## src/rtl/up_dn_counter_param.sv

```systemverilog
// rtl/up_dn_counter_param.sv - parametrised bounded up/down counter with saturate/wrap modes
//
// Purpose: bounded event, timer or credit counter. It has a runtime step, runtime
// inclusive bounds, saturate or wrap behaviour, and a one-cycle wrap pulse.
// Optional feature macro: UP_DN_CNT_STICKY_EN. When it is defined, the block adds
// sticky overflow and underflow flags and a clear input for them.
//
// Ports:
//   clk        rising-edge clock
//   rst        asynchronous active-low reset
//   IN         load value, clamped into [lo_lim, hi_lim]
//   load       load IN on the next edge (highest priority)
//   up/down    count by step (down wins when both are set)
//   step       increment/decrement magnitude
//   lo_lim     inclusive lower bound
//   hi_lim     inclusive upper bound
//   wrap_mode  0 = saturate at bounds, 1 = jump to the opposite bound
//   Counter    registered count
//   high/low   Counter equals hi_lim / lo_lim
//   wrap_p     registered pulse: the last update wrapped
//   cfg_err    lo_lim > hi_lim; the counter freezes while this is set
//   sticky_clr, ovf_sticky, unf_sticky  (UP_DN_CNT_STICKY_EN only)

module up_dn_counter_param #(
  parameter int               WIDTH   = 5,
  parameter logic [WIDTH-1:0] RST_VAL = '0
) (
  input  logic             clk,
  input  logic             rst,
  input  logic [WIDTH-1:0] IN,
  input  logic             load,
  input  logic             up,
  input  logic             down,
  input  logic [WIDTH-1:0] step,
  input  logic [WIDTH-1:0] lo_lim,
  input  logic [WIDTH-1:0] hi_lim,
  input  logic             wrap_mode,
`ifdef UP_DN_CNT_STICKY_EN
  input  logic             sticky_clr,
  output logic             ovf_sticky,
  output logic             unf_sticky,
`endif
  output logic [WIDTH-1:0] Counter,
  output logic             high,
  output logic             low,
  output logic             wrap_p,
  output logic             cfg_err
);

  logic [WIDTH-1:0] counter_q, counter_d;
  logic             wrap_p_q, wrap_p_d;

  // One extra bit so that sums near the top of the range never alias.
  logic [WIDTH:0] cnt_x, step_x, lo_x, hi_x, sum_x, lo_plus_x;
  logic           in_range;
  logic           step_nz;
  logic           lims_equal;

  assign cnt_x      = {1'b0, counter_q};
  assign step_x     = {1'b0, step};
  assign lo_x       = {1'b0, lo_lim};
  assign hi_x       = {1'b0, hi_lim};
  assign sum_x      = cnt_x + step_x;
  assign lo_plus_x  = lo_x + step_x;
  assign in_range   = (counter_q >= lo_lim) && (counter_q <= hi_lim);
  assign step_nz    = (step != '0);
  assign lims_equal = (lo_lim == hi_lim);

  function automatic logic [WIDTH-1:0] clamp(input logic [WIDTH-1:0] v,
                                             input logic [WIDTH-1:0] lo,
                                             input logic [WIDTH-1:0] hi);
    if (v < lo)      clamp = lo;
    else if (v > hi) clamp = hi;
    else             clamp = v;
  endfunction

  always_comb begin
    counter_d = counter_q;
    wrap_p_d  = 1'b0;
    if (!cfg_err) begin
      if (load) begin
        counter_d = clamp(IN, lo_lim, hi_lim);
      end else if (up || down) begin
        if (!in_range) begin
          // Bounds moved under the counter: pull it back in first, with no step applied.
          counter_d = clamp(counter_q, lo_lim, hi_lim);
        end else if (step_nz) begin
          if (down) begin
            // cnt - step < lo  is evaluated as  cnt < lo + step  so nothing underflows.
            if (cnt_x < lo_plus_x) begin
              counter_d = wrap_mode ? hi_lim : lo_lim;
              // With equal bounds the counter is pinned, so no wrap is reported.
              wrap_p_d  = wrap_mode && !lims_equal;
            end else begin
              counter_d = counter_q - step;
            end
          end else begin
            if (sum_x > hi_x) begin
              counter_d = wrap_mode ? lo_lim : hi_lim;
              wrap_p_d  = wrap_mode && !lims_equal;
            end else begin
              counter_d = sum_x[WIDTH-1:0];
            end
          end
        end
      end
    end
  end

  always_ff @(posedge clk or negedge rst) begin
    if (!rst) begin
      counter_q <= RST_VAL;
      wrap_p_q  <= 1'b0;
    end else begin
      counter_q <= counter_d;
      wrap_p_q  <= wrap_p_d;
    end
  end

`ifdef UP_DN_CNT_STICKY_EN
  logic ovf_q, ovf_d, unf_q, unf_d;
  logic step_active, ovf_hit, unf_hit;

  // Only an in-range counting step can hit a bound. Load, clamp and hold never set the flags.
  assign step_active = !cfg_err && !load && in_range && step_nz;
  assign ovf_hit     = step_active && up && !down && (sum_x >= hi_x);
  assign unf_hit     = step_active && down && (cnt_x <= lo_plus_x);

  always_comb begin
    ovf_d = ovf_q;
    unf_d = unf_q;
    if (sticky_clr) begin
      ovf_d = 1'b0;
      unf_d = 1'b0;
    end
    // A set in the same cycle takes priority over a clear.
    if (ovf_hit) ovf_d = 1'b1;
    if (unf_hit) unf_d = 1'b1;
  end

  always_ff @(posedge clk or negedge rst) begin
    if (!rst) begin
      ovf_q <= 1'b0;
      unf_q <= 1'b0;
    end else begin
      ovf_q <= ovf_d;
      unf_q <= unf_d;
    end
  end

  assign ovf_sticky = ovf_q;
  assign unf_sticky = unf_q;
`endif

  assign Counter = counter_q;
  assign wrap_p  = wrap_p_q;
  assign high    = (counter_q == hi_lim);
  assign low     = (counter_q == lo_lim);
  assign cfg_err = (lo_lim > hi_lim);

endmodule

```

## config.mk

```make
export PLATFORM = sky130hd
export DESIGN_NAME = up_dn_counter_param
export DESIGN_NICKNAME = d
export VERILOG_FILES = /design/src/rtl/up_dn_counter_param.sv
export SDC_FILE = /design/constraint.sdc
export NUM_CORES = 1
export LEC_CHECK = 0
export BUFFER_PORTS_ARGS = -buffer_cell sky130_fd_sc_hd__buf_4
export CORE_AREA = 5 5 63 79
export CTS_BUF_LIST = sky130_fd_sc_hd__clkbuf_16
export DETAILED_ROUTE_END_ITERATION = 16
export DIE_AREA = 0 0 68 84
export PLACE_DENSITY_LB_ADDON = 0.08
export SETUP_SLACK_MARGIN = 0.3
export SLEW_MARGIN = 20
export SYNTH_ARGS = -nofsm -noshare
export SYNTH_HDL_FRONTEND = slang
export SYNTH_SLANG_ARGS = --single-unit
```

## constraint.sdc

```tcl
create_clock -name clk -period 2.7 [get_ports clk]
set_input_delay 0.27 -clock clk [delete_from_list [all_inputs] [get_ports clk]]
set_output_delay 0.27 -clock clk [all_outputs]
set_load 0.1 [all_outputs]
```

==> run metrics, run 1 <==
final design area excluding fillers 2980 um^2; Post-synth EDFFs 0; worst r2r path cells 12; Max-Cap Viols 0; Achievable Freq 330 MHz; first-pass GRT wire length 11.1 mm; GRT overflow 0; Syn Std Cell Area 2140 um^2; IO buf count 34; Total Die Area 5710 um^2; CTS root buf clkbuf_16; Syn. warnings 0; Post-synth top cells 47 x ha_1, 27 x nor2_1, 23 x a21oi_1; H-tree Lvls 1; Starting DRT DRC Count 93; Site Rows 27; largest net degree at the start of global routing 18; Power per Cell Area 997 nW/um^2; IO Pins 35; Hold WS 0.387 ns; CP max FO 4; CP Launch Type flip-flop; FFs w/ async S/R, synth 1.00; Worst-Margin Slew 0.628 ns; total wire length 7.15 mm; fraction of post-synthesis cell area in the top cell type by area 0.275; Die Height 84 um; GP Congestion 0.986; Gate Count Post-Synth 263; sequential area share after synthesis 0.0703; Synth area leaders ha_1 28%, dfrtp_1 7.0%, a21oi_1 5.4%; Clock Skews 0.00262 ns; worst flop-to-flop path endpoint Counter[0]$_DFFE_PN0P_; Final Hold Fails 0; final non-filler cell total 402; Max VDD drop 0.407 mV; area leader, netlist ha_1; leak pwr 1.53 nW; CORE AREA 4220 um^2; antenna viol nets, final 0; Slew HR 0.581; FF+latch count, synth 6; synthesized area per cell 8.13 um^2; worst path arrival time 3.20 ns; CTS tree done; most common cell in the netlist ha_1; Die W 68 um; Area Growth Syn to Fin 39.4%; Post-Syn Nets 339; worst endpoint required time 2.87 ns; count of different cell masters after synthesis 60; DP HPWL 5.88 mm; status finished with violations; Reg2Reg Launch Point Counter[2]$_DFFE_PN0P_; Clock Path Buffers 2; Worst Setup End Kind flip-flop; nets@finish 421; final worst-path cycle share 1.12; clk_lat worst skew 0.23 ns; RSZ-0062 raised after global routing yes; DR DRC count 0; n_diodes 0; GRT Total Usage 0.260; Final Max Tran Viols 0; Crit Path Class reg2reg; worst slack, placed -0.528 ns; Tmin final 3.03 ns; initial antenna violation count 0; prevailing post-synth register cell dfrtp_1; 1st-pass router iterations 4; vias in the first global route 2288; drt via density 5.68; Clock transition at path regs 0.04 ns; violated checks negative setup slack; CTS sink cnt 6; endpoints failing setup 6; Cell Area, Placed 2750 um^2; share of layout cells above drive strength 1 0.349; Tot Pwr 0.00297 W; crit path setup slack, layout -0.329 ns; CTS Buf Count 3; WL/cell 17.8 um; min-delay worst type in2async; flop2flop setup slack -0.33 ns; initial core utilization 0.506; DR vias 2284; placed insts 390
==> registers in the layout, summed over array words and instances, names as in the netlist <==
name	cells
Counter	5
wrap_p	1
==> cells in the final DEF, fill, tap and decap left out, drive strengths merged, types with 3 or more instances in the layout <==
master / n
buf: 79
ha: 47
nor2: 29
a21oi: 24
inv: 23
nand2: 20
o21ai: 14
mux2i: 9
and3: 7
a211oi: 6
a21o: 6
dfrtp: 6
nor2b: 5
nand2b: 5
xnor2: 5
xor2: 4
nand3: 4
o21a: 3
a211o: 3
clkbuf: 3
mux2: 3
o211ai: 3
a221oi: 3
fa: 3
o31ai: 3
==> cells by family after synthesis <==
family,Yosys count,share of synthesized area
flip-flops,6,0.0703
XOR/XNOR,9,0.0369
adder cells (fa/ha/maj),50,0.303
AND/OR/NAND/NOR,85,0.216
multiplexers,12,0.0580
AO/OA/AOI/OAI,74,0.255
buffers and inverters,27,0.0609
==> worst max-delay path, stage by stage, from the launching register on <==
cell      delay, ns
dfrtp_4        0.49
ha_4           0.31
nor3b_2        0.06
nor3_2         0.24
xor2_1         0.23
ha_1           0.27
and4_1         0.17
a21oi_2        0.15
o31a_4         0.20
nor4b_2        0.06
or3b_1         0.39
a221oi_2       0.26
or3_1          0.14
==> final cells by class <==
cell class,instances,area (um^2)
multi-input cells,230,1950
fillers,368,1240
repair buffers,80,611
flip-flops and latches,6,164
inverters,24,104
clock buffers,3,75.1
well taps,58,72.6
clock inverters,1,3.75
==> timing repair <==
action / in CTS / in global routing
hold buffers: 1 / 0
setup buffers: 5 / 2
pin swaps: 14 / 4
endpoints found under the setup margin: 6 / 6
endpoints found under the hold margin: 6 / 0
resized for setup: 12 / 3
==> per-layer routing <==
layer | vias to the layer above | global-route usage | routed length [um]
met2 | 70 | 0.485 | 3800
met4 | 0 | 0.103 | 269
met5 | - | 0 | 0
li1 | 1124 | - | -
met3 | 20 | 0.0296 | 333
met1 | 1070 | 0.283 | 2740
==> per-stage QoR <==
step	utilization	setup TNS, ns
2_1_floorplan	-	-1.84
3_3_place_gp	0.652	-1.78
3_5_place_dp	0.652	-2.10
4_1_cts	0.699	-1.23
5_1_grt	0.705	-2.70
6_report	0.705	-1.73
==> report_power, final <==
group / internal [W] / switching [W]
registers: 0.000141 / 0.0000380
clock network: 0.000192 / 0.0000552
logic: 0.00113 / 0.00141
==> how the worst max path moves through the flow <==
stage | start | endpoint | slack [ns] | cells after the start
floorplan | Counter[2]$_DFFE_PN0P_ | Counter[0]$_DFFE_PN0P_ | -0.44 | 13
global placement | step[1] | wrap_p$_DFF_PN0_ | -0.44 | 14
detailed placement | step[1] | wrap_p$_DFF_PN0_ | -0.53 | 14
CTS | Counter[2]$_DFFE_PN0P_ | Counter[0]$_DFFE_PN0P_ | -0.26 | 12
global route | Counter[0]$_DFFE_PN0P_ | Counter[2]$_DFFE_PN0P_ | -0.51 | 14
finish | Counter[2]$_DFFE_PN0P_ | Counter[0]$_DFFE_PN0P_ | -0.33 | 12
(Power assumes the default switching activity.)
==> run 2: changes to the inputs <==
--- a/config.mk
+++ b/config.mk
@@ -6,11 +6,14 @@
 export NUM_CORES = 1
 export LEC_CHECK = 0
 export BUFFER_PORTS_ARGS = -buffer_cell sky130_fd_sc_hd__buf_4
-export CORE_AREA = 5 5 63 79
+export CELL_PAD_IN_SITES_DETAIL_PLACEMENT = 1
+export CELL_PAD_IN_SITES_GLOBAL_PLACEMENT = 1
+export CORE_AREA = 5 5 73 91
 export CTS_BUF_LIST = sky130_fd_sc_hd__clkbuf_16
 export DETAILED_ROUTE_END_ITERATION = 16
-export DIE_AREA = 0 0 68 84
+export DIE_AREA = 0 0 78 96
 export PLACE_DENSITY_LB_ADDON = 0.08
+export RECOVER_POWER = 100
 export SETUP_SLACK_MARGIN = 0.3
 export SLEW_MARGIN = 20
 export SYNTH_ARGS = -nofsm -noshare
==> run 2 against run 1 <==
  * The flow still finishes with violations (negative setup slack)
  * Worst setup slack got worse by 0.13 ns
  * Global-route usage fell by 4.0 points
  * Register-to-register slack worse by 0.13 ns
  * Sequential power is essentially flat
  * Non-clock buffer count is 2 lower
  * Sequential share of layout area rose by 0.087 points
  * Clock skew down 0.00094 ns
  * Die area rose by 31%
  * Combinational power is 5% lower
  * Largest power group unchanged
==> run metrics, run 2 (synthesis gave the netlist of run 1 again) <==
status finished with violations (unchanged); violated checks negative setup slack (unchanged); switch share 0.528 (was 0.507); Max-Cap Viols 0 (unchanged); 1st-pass router iterations 4 (unchanged); RSZ-0062 raised after global routing yes (unchanged); total wire length 8.16 mm (was 7.15 mm); Die Height 96 um (was 84 um); placed insts 398 (was 390); Sequential Power Share 0.062 (was 0.060); fill cell count 696 (was 368); Pint 0.00134 W (was 0.00147 W); min-delay worst type in2async (unchanged); crit path setup slack, layout -0.455 ns (was -0.329 ns); CP delay by family, top adder cells (was simple AND/OR/NAND/NOR gates); worst flop-to-flop path endpoint Counter[2]$_DFFE_PN0P_ (was Counter[0]$_DFFE_PN0P_); Achievable Freq 317 MHz (was 330 MHz); CP max stage cell dfrtp_4 (unchanged); Worst Setup End Kind flip-flop (unchanged); Final Max Tran Viols 0 (unchanged); max reg flops 5 (unchanged); most common cell after layout, fill and taps aside buf_4 (unchanged); DR DRC count 0 (unchanged); CP max FO 4 (unchanged); Tmin final 3.15 ns (was 3.03 ns); Clock Path Buffers 2 (unchanged); DP HPWL 6.73 mm (was 5.88 mm); worst path arrival time 3.26 ns (was 3.20 ns); Clock power frac 0.088 (was 0.083); most frequent cells in the layout 66 x buf_4, 44 x ha_1, 27 x nor2_1 (was 77 x buf_4, 44 x ha_1, 26 x nor2_1); Slew HR 0.218 (was 0.581); WL/cell 20.0 um (was 17.8 um); Final Hold Fails 0 (unchanged); Starting DRT DRC Count 62 (was 93); Die W 78 um (was 68 um); final worst-path cycle share 1.17 (was 1.12); DR vias 2309 (was 2284); CTS tree done (unchanged); largest net degree at the start of global routing 18 (unchanged); worst endpoint required time 2.80 ns (was 2.87 ns); Area Growth Syn to Fin 37.2% (was 39.4%); Crit Path Class reg2reg (unchanged); CTS root buf clkbuf_16 (unchanged); crit path buf inv count 1 (was 0); endpoints failing setup 6 (unchanged); Worst-Margin Slew 1.18 ns (was 0.628 ns); final non-filler cell total 408 (was 402); share of layout cells above drive strength 1 0.330 (was 0.349); Power per Cell Area 968 nW/um^2 (was 997 nW/um^2); clk_lat worst skew 0.23 ns (about the same); CORE AREA 5700 um^2 (was 4220 um^2); IO Pins 35 (unchanged); CTS Buf Count 3 (unchanged); Total Die Area 7490 um^2 (was 5710 um^2); P_sw 0.00150 W (was 0.00151 W); flop2flop setup slack -0.45 ns (was -0.33 ns); drt via density 5.66 (was 5.68); Reg2Reg Launch Point Counter[0]$_DFFE_PN0P_ (was Counter[2]$_DFFE_PN0P_); Site Rows 31 (was 27); leak pwr 1.48 nW (was 1.53 nW); cells along the critical path ha_2 > fa_2 > nand2b_1 > a21oi_1 > nor2_1 > xnor2_1 > ha_1 > nor2_1 > a21oi_1 > o31a_2 > buf_4 > o31ai_2 > o21bai_1 > a311oi_1 > or3_1 (was ha_4 > nor3b_2 > nor3_2 > xor2_1 > ha_1 > and4_1 > a21oi_2 > o31a_4 > nor4b_2 > or3b_1 > a221oi_2 > or3_1); GRT Total Usage 0.221 (was 0.260); initial antenna violation count 0 (unchanged); antenna viol nets, final 0 (unchanged); Max VDD drop 0.347 mV (was 0.407 mV); CTS sink cnt 6 (unchanged); first-pass GRT wire length 12.7 mm (was 11.1 mm); H-tree Lvls 1 (unchanged); GP Congestion 0.942 (was 0.986); IO buf count 34 (unchanged); CP peak stage delay 0.46 ns (was 0.49 ns); initial core utilization 0.375 (was 0.506); Clock transition at path regs 0.04 ns (about the same); n_diodes 0 (unchanged); vias in the first global route 2461 (was 2288); Clock Skews 0.00168 ns (was 0.00262 ns); post-route setup TNS -2.21 ns (was -1.73 ns); worst r2r path cells 15 (was 12); nets@finish 419 (was 421); Comb power frac 0.850 (was 0.856); CP Launch Type flip-flop (unchanged); GRT overflow 0 (unchanged)
## run 2: changes by cell type in the layout (fill, tap and decap cells not counted), moves of 2 or more
cell / before / now
mux2i_1: 9 / 7
clkbuf_2: 0 / 2
clkbuf_1: 0 / 7
mux2i_2: 0 / 2
buf_4: 77 / 66
## run 2: worst max path at each step
stage	startpoint	to	slack (ns)	cells after the start
after floorplan	Counter[2]$_DFFE_PN0P_	Counter[0]$_DFFE_PN0P_	-0.44	13
after global placement	Counter[0]$_DFFE_PN0P_	Counter[0]$_DFFE_PN0P_	-0.41	11
after detailed placement	Counter[0]$_DFFE_PN0P_	Counter[0]$_DFFE_PN0P_	-0.44	11
after CTS	Counter[1]$_DFFE_PN0P_	Counter[0]$_DFFE_PN0P_	-0.40	12
after global routing	Counter[2]$_DFFE_PN0P_	Counter[2]$_DFFE_PN0P_	-0.58	15
final	Counter[0]$_DFFE_PN0P_	Counter[2]$_DFFE_PN0P_	-0.45	15
## run 2: layout make-up
| type | count | area (um^2) | area share |
|---|---|---|---|
| multi-input cells | 230 | 1930 | 0.658 |
| clock buffers | 3 | 75.1 | 0.0256 |
| inverters | 24 | 104 | 0.0354 |
| well taps | 66 | 82.6 | 0.0282 |
| repair buffers | 78 | 573 | 0.195 |
| clock inverters | 1 | 3.75 | 0.00128 |
| flip-flops and latches | 6 | 164 | 0.0559 |
## run 2: power by group through the flow
stage / logic [W] / clock network [W] / registers, W
2_1_floorplan: 0.00121 / 0 / 0.000455
3_3_place_gp: 0.00214 / 0 / 0.000168
3_5_place_dp: 0.00217 / 0 / 0.000172
4_1_cts: 0.00229 / 0.000249 / 0.000176
5_1_grt: 0.00261 / 0.000261 / 0.000180
6_report: 0.00241 / 0.000249 / 0.000177
## run 2: what timing repair did
item,CTS,global route
setup endpoints to repair,6,6
resized for setup,8,6
hold buffers,1,0
buffers inserted,2,3
endpoints found under the hold margin,6,0
pin swaps,8,12
## run 2: per-layer routing
layer / vias up / part of all wire / track usage
met4: 0 / 0.023 / 0.0775
met1: 1127 / 0.41 / 0.245
li1: 1124 / - / -
met5: - / 0 / 0
met2: 48 / 0.53 / 0.430
met3: 10 / 0.029 / 0.0234
## run 2: stage by stage
step                power (W)  cell area (um^2)  setup slack [ns]  hold slack [ns]  utilization
CTS                   0.00271              2920            -0.400            0.401        0.512
global placement      0.00230              2770            -0.411           0.0904        0.487
floorplan             0.00167              2160            -0.438          -0.0256            -
finish                0.00284              2930            -0.455            0.498        0.514
detailed placement    0.00235              2770            -0.443           0.0914        0.487
global route          0.00305              2930            -0.584            0.540        0.514
==> run 3: changes to the inputs <==
--- a/config.mk
+++ b/config.mk
@@ -8,10 +8,10 @@
 export BUFFER_PORTS_ARGS = -buffer_cell sky130_fd_sc_hd__buf_4
 export CELL_PAD_IN_SITES_DETAIL_PLACEMENT = 1
 export CELL_PAD_IN_SITES_GLOBAL_PLACEMENT = 1
-export CORE_AREA = 5 5 73 91
+export CORE_AREA = 5 5 82 103
 export CTS_BUF_LIST = sky130_fd_sc_hd__clkbuf_16
 export DETAILED_ROUTE_END_ITERATION = 16
-export DIE_AREA = 0 0 78 96
+export DIE_AREA = 0 0 87 108
 export PLACE_DENSITY_LB_ADDON = 0.08
 export RECOVER_POWER = 100
 export SETUP_SLACK_MARGIN = 0.3
==> run 3 against run 2 <==
  * The flow still finishes with violations (negative setup slack)
  * First-iteration DRC count increased by 35%
  * Critical endpoint is now Counter[0]$_DFFE_PN0P_
  * Hold slack lost 0.0057 ns
  * Flip-flop and latch count unchanged
  * Combinational power increased by 2%
  * Critical path depth decreased by 4
  * Sequential power increased by 3%
  * Worst setup slack worse by 0.0050 ns
  * Final area grew 2.1%
  * Via count down 0.43%
  * Sequential share of layout area fell by 0.12 points
  * Largest cell class unchanged
  * Clock-buffer cell count did not move
  * Utilization is 10 points lower
==> run metrics, run 3 (synthesis gave the netlist of run 1 again) <==
Tmin final 3.16 ns (was 3.15 ns); Final Max Tran Viols 0 (unchanged); final design area excluding fillers 3000 um^2 (was 2930 um^2); Clock Skews 0.00458 ns (was 0.00168 ns); Total Die Area 9400 um^2 (was 7490 um^2); RSZ-0062 raised after global routing yes (unchanged); Cell Area, Placed 2820 um^2 (was 2770 um^2); nets@finish 422 (was 419); Power per Cell Area 970 nW/um^2 (was 968 nW/um^2); initial core utilization 0.292 (was 0.375); fill cell count 899 (was 696); CTS root buf clkbuf_16 (unchanged); Clock transition at path regs 0.04 ns (about the same); share of layout cells above drive strength 1 0.336 (was 0.330); leak pwr 1.51 nW (was 1.48 nW); Worst-Margin Slew 1.17 ns (was 1.18 ns); antenna viol nets, final 0 (unchanged); Worst Setup End Kind flip-flop (unchanged); clk_lat worst skew 0.23 ns (about the same); CTS Buf Count 3 (unchanged); Achievable Freq 316 MHz (was 317 MHz); most frequent cells in the layout 68 x buf_4, 44 x ha_1, 26 x nor2_1 (was 66 x buf_4, 44 x ha_1, 27 x nor2_1); worst slack, placed -0.616 ns (was -0.443 ns); IO buf count 34 (unchanged); Die Height 108 um (was 96 um); GP Congestion 0.864 (was 0.942); Max-Cap Viols 0 (unchanged); multi-input logic area 1940 um^2 (was 1930 um^2); GRT overflow 0 (unchanged); H-tree Lvls 1 (unchanged); CTS sink cnt 6 (unchanged); 1st-pass router iterations 4 (unchanged); Area Growth Syn to Fin 40.2% (was 37.2%); Site Rows 35 (was 31); WL/cell 19.4 um (was 20.0 um); Crit Path Class reg2reg (unchanged); CTS tree done (unchanged); worst path arrival time 3.32 ns (was 3.26 ns); Starting DRT DRC Count 84 (was 62); violated checks negative setup slack (unchanged); drt via density 5.26 (was 5.66); CP max FO 4 (unchanged); status finished with violations (unchanged); max reg flops 5 (unchanged); total wire length 8.50 mm (was 8.16 mm); GRT Total Usage 0.184 (was 0.221); min-delay worst type in2async (unchanged); most common cell after layout, fill and taps aside buf_4 (unchanged); Max VDD drop 0.351 mV (was 0.347 mV); n_diodes 0 (unchanged); worst endpoint required time 2.86 ns (was 2.80 ns); Clock Path Buffers 2 (unchanged); crit path setup slack, layout -0.460 ns (was -0.455 ns); DR DRC count 0 (unchanged); Die W 87 um (was 78 um); IO Pins 35 (unchanged); DP HPWL 7.12 mm (was 6.73 mm); Slew HR 0.224 (was 0.218); initial antenna violation count 0 (unchanged); vias in the first global route 2407 (was 2461); first-pass GRT wire length 13.0 mm (was 12.7 mm); endpoints failing setup 6 (unchanged); DR vias 2299 (was 2309); CORE AREA 7310 um^2 (was 5700 um^2); CP Launch Type flip-flop (unchanged); register area 164 um^2 (unchanged); Final Hold Fails 0 (unchanged); largest net degree at the start of global routing 18 (unchanged); final worst-path cycle share 1.17 (about the same)
## run 3: cell count changes in the layout (fill, tap and decap cells not counted), moves of 2 or more
cell     delta
a21oi_1     -2
a21oi_2     +2
buf_4       +2
buf_6       +2
mux2i_1     +2
mux2i_2     -2
o31ai_1     +2
o31ai_2     -2
## run 3: path summary, 6_finish.rpt
check	startpoint	to	slack, ns	cells past startpoint
max	Counter[0]$_DFFE_PN0P_	Counter[0]$_DFFE_PN0P_	-0.46	11
min	rst	Counter[2]$_DFFE_PN0P_	0.49	2
max reg2reg	Counter[0]$_DFFE_PN0P_	Counter[0]$_DFFE_PN0P_	-0.46	11
min reg2reg	Counter[4]$_DFFE_PN0P_	Counter[4]$_DFFE_PN0P_	0.76	3
max in group asynchronous	rst	Counter[0]$_DFFE_PN0P_	1.88	2
min in group clk	hi_lim[3]	Counter[3]$_DFFE_PN0P_	0.55	4
## run 3: per-layer routing
layer  wire, um  up-vias  global-route usage
met4        107        0              0.0334
met2       4360       49               0.343
met1       3740     1120               0.229
met5          0        -                   0
met3        289        8              0.0168
li1           -     1122                   -
## run 3: power breakdown
part / total [W] / internal [W] / switching (W)
Sequential: 0.000182 / 0.000141 / 0.0000414
Combinational: 0.00247 / 0.00106 / 0.00142
Clock: 0.000251 / 0.000193 / 0.0000580
## run 3: cell type report
type	count	area share
Multi-Input combinational cell	230	0.649
Tap cell	92	0.0384
Clock buffer	3	0.0251
Inverter	24	0.0347
Timing Repair Buffer	81	0.197
Clock inverter	1	0.00125
Sequential cell	6	0.0547
## run 3: critical path: stages, from the launching register on
cell,delay [ns]
dfrtp_4,0.48
ha_4,0.17
fa_2,0.37
xnor2_1,0.25
ha_1,0.29
o21ai_1,0.12
a21oi_1,0.05
o31a_2,0.35
o211ai_2,0.16
or3b_4,0.40
a221oi_2,0.27
or3_1,0.18
## run 3: repair_timing
action / 4_1_cts / 5_1_grt
pin swaps: 14 / 12
cloned: 0 / 0
resized for setup: 10 / 8
buffers inserted: 1 / 3
setup endpoints to repair: 6 / 6
endpoints found under the hold margin: 6 / 0
hold buffers: 1 / 0
## run 3: per-stage QoR
step	std cells	total power, W	hold WS (ns)	util	setup TNS (ns)
after detailed placement	428	0.00243	0.0968	0.386	-2.52
after global placement	428	0.00241	0.0938	0.386	-2.21
after floorplan	263	0.00167	-0.0256	-	-1.84
after global routing	437	0.00312	0.542	0.410	-2.59
after CTS	434	0.00281	0.391	0.407	-1.72
final	437	0.00290	0.493	0.410	-2.08
